--- src/rtl/chord_note_player_if.sv ---
// Chord player bus: chord load inputs from the song reader and per-voice outputs
// to the note generators.
//   play, beat, new_note       : run/pause level, beat tick, chord load strobe
//   notes_in, durations_in     : packed {voice0, voice1, voice2}, voice0 in the top slice
//   voice_note                 : sounding note per voice, same packing
//   voice_active, voice_start  : bit2=voice0 .. bit0=voice2
//   note_done                  : one-cycle pulse when a chord has fully expired
interface chord_note_player_if #(
  parameter int unsigned NOTE_WIDTH     = 6,
  parameter int unsigned DURATION_WIDTH = 6,
  parameter int unsigned VOICES         = 3
);
  logic                             play;
  logic                             beat;
  logic                             new_note;
  logic [VOICES*NOTE_WIDTH-1:0]     notes_in;
  logic [VOICES*DURATION_WIDTH-1:0] durations_in;
  logic [VOICES*NOTE_WIDTH-1:0]     voice_note;
  logic [VOICES-1:0]                voice_active;
  logic [VOICES-1:0]                voice_start;
  logic                             note_done;

  modport master (
    output play, beat, new_note, notes_in, durations_in,
    input  voice_note, voice_active, voice_start, note_done
  );

  modport slave (
    input  play, beat, new_note, notes_in, durations_in,
    output voice_note, voice_active, voice_start, note_done
  );
endinterface

--- src/rtl/chord_note_player.sv ---
// Chord note player: latches a 3-voice chord on new_note, counts each voice's
// duration down on beat ticks and presents the sounding note per voice.
//   clk   : system clock
//   reset : asynchronous active-high reset
//   bus   : chord_note_player_if slave (load inputs, per-voice outputs, note_done)
module chord_note_player #(
  parameter int unsigned NOTE_WIDTH     = 6,
  parameter int unsigned DURATION_WIDTH = 6,
  parameter int unsigned VOICES         = 3
) (
  input logic                clk,
  input logic                reset,
  chord_note_player_if.slave bus
);

  typedef enum logic [1:0] {StIdle, StPlaying, StDone} state_e;

  state_e state_q, state_d;

  // Voice-indexed storage: index 0 is voice0 (top slice of the packed buses).
  logic [NOTE_WIDTH-1:0]     note_q      [VOICES];
  logic [NOTE_WIDTH-1:0]     note_d      [VOICES];
  logic [DURATION_WIDTH-1:0] remaining_q [VOICES];
  logic [DURATION_WIDTH-1:0] remaining_d [VOICES];
  logic [VOICES-1:0]         active_q, active_d;
  logic [VOICES-1:0]         start_q, start_d;
  logic                      load;
  logic                      any_busy_d;

  // new_note is ignored while paused.
  assign load = bus.new_note & bus.play;

  always_comb begin
    any_busy_d = 1'b0;
    start_d    = '0;
    active_d   = active_q;
    for (int unsigned v = 0; v < VOICES; v++) begin
      note_d[v]      = note_q[v];
      remaining_d[v] = remaining_q[v];
      if (load) begin
        // Load wins over a coincident beat: the fresh duration is not decremented.
        note_d[v]      = bus.notes_in[(VOICES-1-v)*NOTE_WIDTH +: NOTE_WIDTH];
        remaining_d[v] = bus.durations_in[(VOICES-1-v)*DURATION_WIDTH +: DURATION_WIDTH];
        active_d[v]    = (remaining_d[v] != '0) && (note_d[v] != '0);
        start_d[v]     = active_d[v];
      end else if (bus.beat && bus.play && (remaining_q[v] != '0)) begin
        remaining_d[v] = remaining_q[v] - DURATION_WIDTH'(1);
        if (remaining_q[v] == DURATION_WIDTH'(1)) begin
          active_d[v] = 1'b0;
        end
      end
      // A rest with nonzero duration keeps the chord busy without being active.
      if (remaining_d[v] != '0) begin
        any_busy_d = 1'b1;
      end
    end
  end

  always_ff @(posedge clk or posedge reset) begin
    if (reset) begin
      for (int unsigned v = 0; v < VOICES; v++) begin
        note_q[v]      <= '0;
        remaining_q[v] <= '0;
      end
      active_q <= '0;
      start_q  <= '0;
      state_q  <= StIdle;
    end else begin
      for (int unsigned v = 0; v < VOICES; v++) begin
        note_q[v]      <= note_d[v];
        remaining_q[v] <= remaining_d[v];
      end
      active_q <= active_d;
      start_q  <= start_d;
      state_q  <= state_d;
    end
  end

  // A load always re-decides the state from the new chord, so a retrigger
  // never reports completion of the abandoned chord.
  always_comb begin
    state_d = state_q;
    unique case (state_q)
      StIdle: begin
        if (load) state_d = any_busy_d ? StPlaying : StDone;
      end
      StPlaying: begin
        if (!any_busy_d) state_d = StDone;
      end
      StDone: begin
        if (load) state_d = any_busy_d ? StPlaying : StDone;
        else      state_d = StIdle;
      end
      default: state_d = StIdle;
    endcase
  end

  always_comb begin
    bus.voice_note   = '0;
    bus.voice_active = '0;
    bus.voice_start  = '0;
    for (int unsigned v = 0; v < VOICES; v++) begin
      bus.voice_note[(VOICES-1-v)*NOTE_WIDTH +: NOTE_WIDTH] =
          (bus.play && active_q[v]) ? note_q[v] : '0;
      bus.voice_active[VOICES-1-v] = active_q[v];
      bus.voice_start[VOICES-1-v]  = start_q[v];
    end
  end

  assign bus.note_done = (state_q == StDone);

endmodule
--- src/flat_wrapper.sv ---
// flat-port wrapper written by rule: the top's interface ports become plain ports
module chord_note_player_flat 
#(
  parameter int unsigned NOTE_WIDTH     = 6,
  parameter int unsigned DURATION_WIDTH = 6,
  parameter int unsigned VOICES         = 3
)
  (clk, reset, bus_play, bus_beat, bus_new_note, bus_notes_in, bus_durations_in, bus_voice_note, bus_voice_active, bus_voice_start, bus_note_done);
  chord_note_player_if #(.NOTE_WIDTH(NOTE_WIDTH), .DURATION_WIDTH(DURATION_WIDTH), .VOICES(VOICES)) bus_i ();
  input logic clk;
  input logic reset;
  input wire logic [$bits(bus_i.play)-1:0] bus_play;
  input wire logic [$bits(bus_i.beat)-1:0] bus_beat;
  input wire logic [$bits(bus_i.new_note)-1:0] bus_new_note;
  input wire logic [$bits(bus_i.notes_in)-1:0] bus_notes_in;
  input wire logic [$bits(bus_i.durations_in)-1:0] bus_durations_in;
  output wire logic [$bits(bus_i.voice_note)-1:0] bus_voice_note;
  output wire logic [$bits(bus_i.voice_active)-1:0] bus_voice_active;
  output wire logic [$bits(bus_i.voice_start)-1:0] bus_voice_start;
  output wire logic [$bits(bus_i.note_done)-1:0] bus_note_done;
  assign bus_i.play = bus_play;
  assign bus_i.beat = bus_beat;
  assign bus_i.new_note = bus_new_note;
  assign bus_i.notes_in = bus_notes_in;
  assign bus_i.durations_in = bus_durations_in;
  assign bus_voice_note = bus_i.voice_note;
  assign bus_voice_active = bus_i.voice_active;
  assign bus_voice_start = bus_i.voice_start;
  assign bus_note_done = bus_i.note_done;
  chord_note_player #(.NOTE_WIDTH(NOTE_WIDTH), .DURATION_WIDTH(DURATION_WIDTH), .VOICES(VOICES)) u_core (.clk(clk), .reset(reset), .bus(bus_i));
endmodule
--- config.mk ---
export PLATFORM = sky130hd
export DESIGN_NAME = chord_note_player_flat
export DESIGN_NICKNAME = d
export VERILOG_FILES = /design/src/rtl/chord_note_player_if.sv /design/src/rtl/chord_note_player.sv /design/src/flat_wrapper.sv
export SDC_FILE = /design/constraint.sdc
export NUM_CORES = 1
export LEC_CHECK = 0
export ABC_AREA = 1
export CAP_MARGIN = 10
export CORE_ASPECT_RATIO = 0.75
export CORE_MARGIN = 2
export CORE_UTILIZATION = 45
export CTS_CLUSTER_SIZE = 24
export DETAILED_ROUTE_END_ITERATION = 16
export GPL_TIMING_DRIVEN = 0
export PLACE_DENSITY = 0.77
export SLEW_MARGIN = 10
export SYNTH_ARGS = -nofsm -noshare
export SYNTH_HDL_FRONTEND = slang
export SYNTH_SLANG_ARGS = --single-unit
--- constraint.sdc ---
create_clock -name clk -period 1.45 [get_ports clk]
set_input_delay 0.145 -clock clk [delete_from_list [all_inputs] [get_ports clk]]
set_output_delay 0.145 -clock clk [all_outputs]
set_load 0.02 [all_outputs]
==> results.txt <==
The TritonCTS buffer count is 5. The checks that failed: setup timing. The reported max-cap violation count came out at 0. The number of max-slew violations in the final report is 0.

At the pin with the least slew margin, the transition time is 278.2 ps. The maximum fanout along the worst path came out at 6. The post-detailed-routing wire length came out at 7123 µm. The number of buffer cells added on primary ports came out at 65.

The net count of the mapped netlist is 422. For this run, the leading register cell type out of synthesis is sky130_fd_sc_hd__dfrtp_1. The first global-routing pass estimated 11850 µm of wire. The congestion estimate from routability-driven global placement came to 0.8459. The library cell used as clock root buffer is sky130_fd_sc_hd__clkbuf_8. The die boundary height came out at 70.63 µm. The maximum VDD drop came out at 0.5131 mV. The biggest area consumer among synthesized cells is sky130_fd_sc_hd__dfrtp_1.

In the routed design, unresolved DRC markers number 0. At the placement stage, the worst setup path has a slack of -654.4 ps. The worst max-slew margin expressed relative to the limit is 81.26%. After filler insertion, the fill cell instance count of the layout stands at 480. The overall die width is 92.84 µm. The number of core rows came out at 24. The number of top-level pins is 66.

In the synthesized netlist, the cells that appear most often are sky130_fd_sc_hd__nand2_1 (93), sky130_fd_sc_hd__inv_1 (62), sky130_fd_sc_hd__dfrtp_1 (44). The total leakage power came out at 1.906 nW. The remaining global-route overflow is 0.

After clock tree synthesis, the clock-pin slew on the worst setup and hold paths is 80 ps. The tightest min-delay check is of the in -> async type. The signal arrival time at the worst endpoint came out at 1970 ps. The reg2reg setup slack came out at -280 ps. The initial utilization of the core area, before any placement, comes to 46.20%.

The endpoint required time on the critical path is 1680 ps. The unique cell type count in the Yosys netlist came out at 31. Setup violations remaining at the end of the flow were counted as 3. The number of endpoints with negative hold slack in the final report was 0. The detailed-route wire length per cell came out at 13.00 µm.

The number of nets in the final layout is 519. The post-route clock skew came out at 5.275 ps. In this run, the number of DRC markers left after iteration 0 of detailed routing was 117. The flow ran to the end, but the final reports show violations. The area of the core came out at 5766 µm². Across every metal layer, demand over resource in global routing totals 22.57%.

The number of cells in the finished layout apart from fillers is 548. By area the synthesized netlist is led by sky130_fd_sc_hd__dfrtp_1 (41%), sky130_fd_sc_hd__nand2_1 (13%), sky130_fd_sc_hd__inv_1 (8.7%). The clock latency on the worst-skew pair came out at 300 ps. The critical path in this run is classified as reg -> reg. The fraction of registers with async set/reset is 100.0%. The post-detailed-route count of antenna-violating nets is 0. The H-tree was split into 2 levels.

The post-synthesis area per instance is 7.161 µm². The area of the die came out at 6557 µm². The sequential fraction of the synthesis area came out at 41.33%. STA classifies the critical path startpoint as a flop.

The terminus of the critical flop-to-flop path is u_core.state_q[1]. The number of flops mapped to enable cells by yosys is 0. The final critical-path share of the clock period is 119.6%.

The initial antenna violation count came to 0. The most frequent cell after synthesis is sky130_fd_sc_hd__nand2_1. The number of cells in the design after placement is 516. In this run, post-CTS hold repair placed 0 buffers. STA classifies the critical path endpoint as a flop. The number of global-route vias before repair is 2659.

The post-layout worst setup margin came out at -283.6 ps. The maximum number of buffers from clock root to sink is 2. The post-synthesis instance area is 2664 µm². The post-detailed-placement half-perimeter wirelength came out at 5267 µm. The warning count from the yosys run came out at 0. The relative area change from synthesis to final layout is 46.41%. The startpoint identified for the worst register-to-register timing path is u_core.remaining_q[12]. The maximum number of pins on one net before global-route repair came out at 40. The TritonCTS clock tree is yes. The total via count in the routed design is 2677. The CTS sink count is 44.

For this design the ratio of total power to cell area is 975.8 nW/µm². Static timing analysis puts the maximum clock frequency at 0.5768 GHz. Subtracting the final worst setup slack from the clock period gives 1734 ps. The number of synthesized register bits is 44. The path depth of the worst reg2reg path is 12. The design draws 3.806 mW.

The number of antenna diodes in the final layout is 0. The layout cell share with drive strength beyond 1 is 24.26%. Synthesis handed over a netlist of 372 instances. Of the post-synthesis cell area, the dominant cell type holds 41.33%. The iteration count of the initial detailed-routing pass came out at 4. In the routed layout, each cell is associated on average with a via count of 4.885. Setup repair after global routing could not meet its margin everywhere.
==> where the power goes <==
group | total [mW] | leakage (nW) | internal, mW | switching (mW)
Combinational | 1.33 | 1.33 | 0.614 | 0.713
Clock | 0.933 | 0.0552 | 0.512 | 0.422
Sequential | 1.55 | 0.525 | 1.40 | 0.150
==> repair_timing <==
action | 4_1_cts | 5_1_grt
setup endpoints to repair | 50 | 45
cloned | 1 | 0
pin swaps | 7 | 7
resized for setup | 68 | 32
setup buffers | 16 | 7
==> cells in the final DEF (no fill, tap or decap), types with 5 or more instances in the layout <==
cell type and count:
sky130_fd_sc_hd__buf_4 20, sky130_fd_sc_hd__clkbuf_2 10, sky130_fd_sc_hd__clkbuf_8 5, sky130_fd_sc_hd__clkdlybuf4s15_2 11, sky130_fd_sc_hd__clkdlybuf4s50_1 42, sky130_fd_sc_hd__dfrtp_1 41, sky130_fd_sc_hd__ha_4 5, sky130_fd_sc_hd__inv_1 54
sky130_fd_sc_hd__inv_2 11, sky130_fd_sc_hd__nand2_1 88, sky130_fd_sc_hd__nand2_2 8, sky130_fd_sc_hd__nand3_1 36, sky130_fd_sc_hd__nand4_1 6, sky130_fd_sc_hd__nor2_1 34, sky130_fd_sc_hd__nor2_2 5, sky130_fd_sc_hd__nor4_1 5
sky130_fd_sc_hd__o21ai_0 23
==> metal layers <==
layer | GRT usage (%) | vias to the layer above | part of all wire, %
li1 | - | 1359 | -
met1 | 30.70 | 1239 | 47
met2 | 37.20 | 70 | 47
met3 | 4.047 | 9 | 5.4
met4 | 6.863 | 0 | 1.2
met5 | 0 | - | 0
==> kinds of logic (layout without fill, tap and decap cells) <==
family                   count (synthesis)  after routing  share of synthesized area, %
XOR/XNOR                                 3              3                        0.9866
AND/OR/NAND/NOR                        207            208                         35.42
buffers and inverters                   76            173                         11.65
AO/OA/AOI/OAI                           33             33                         6.388
flip-flops                              44             44                         41.33
adder cells (fa/ha/maj)                  9              9                         4.227
==> worst max-delay path, cell delays in order, from the launching register on <==
cell and delay [ps]:
sky130_fd_sc_hd__dfrtp_1 400, sky130_fd_sc_hd__inv_2 110, sky130_fd_sc_hd__ha_4 160, sky130_fd_sc_hd__nand3_4 120
sky130_fd_sc_hd__nand2_2 100, sky130_fd_sc_hd__inv_2 30, sky130_fd_sc_hd__a21oi_2 150, sky130_fd_sc_hd__nand3_1 100
sky130_fd_sc_hd__nor2_1 120, sky130_fd_sc_hd__nand2_2 90, sky130_fd_sc_hd__nor2_4 140, sky130_fd_sc_hd__nand2_1 60
sky130_fd_sc_hd__nor2_1 80
==> how the worst max path moves through the flow <==
stage                                 from           endpoint  depth (start not counted)
finish              u_core.remaining_q[12]  u_core.state_q[1]                         12
global route        u_core.remaining_q[12]  u_core.state_q[1]                         12
CTS                  u_core.remaining_q[7]  u_core.state_q[1]                         14
detailed placement                bus_play  u_core.state_q[1]                         12
global placement                     reset   u_core.note_q[4]                          2
floorplan           u_core.remaining_q[12]  u_core.state_q[1]                         12
==> stage by stage <==
stage	instance area (µm²)	TNS, ps	util, %	hold slack (ps)
2_1_floorplan	2745	-115.0	-	266.0
3_3_place_gp	3493	-55890	60.59	470.0
3_5_place_dp	3513	-26330	60.94	378.3
4_1_cts	3814	-658.5	66.15	49.83
5_1_grt	3900	-993.6	67.64	65.44
6_report	3900	-613.3	67.64	50.28
==> sequential cells by signal (all words and copies together), names as in the netlist <==
register / count
u_core.note_q: 18
u_core.start_q: 3
u_core.state_q: 2
u_core.remaining_q: 18
u_core.active_q: 3
==> final cells by class <==
type / instances / area (µm²) / area share (%)
multi-input cells: 253 / 1436 / 36.83
flip-flops and latches: 44 / 1105 / 28.33
repair buffers: 89 / 832.0 / 21.33
inverters: 67 / 259.0 / 6.641
well taps: 78 / 97.59 / 2.502
clock buffers: 6 / 72.57 / 1.861
plain buffers: 9 / 62.56 / 1.604
clock inverters: 2 / 35.03 / 0.8983
Note: power is estimated with default switching activity, not from simulation.
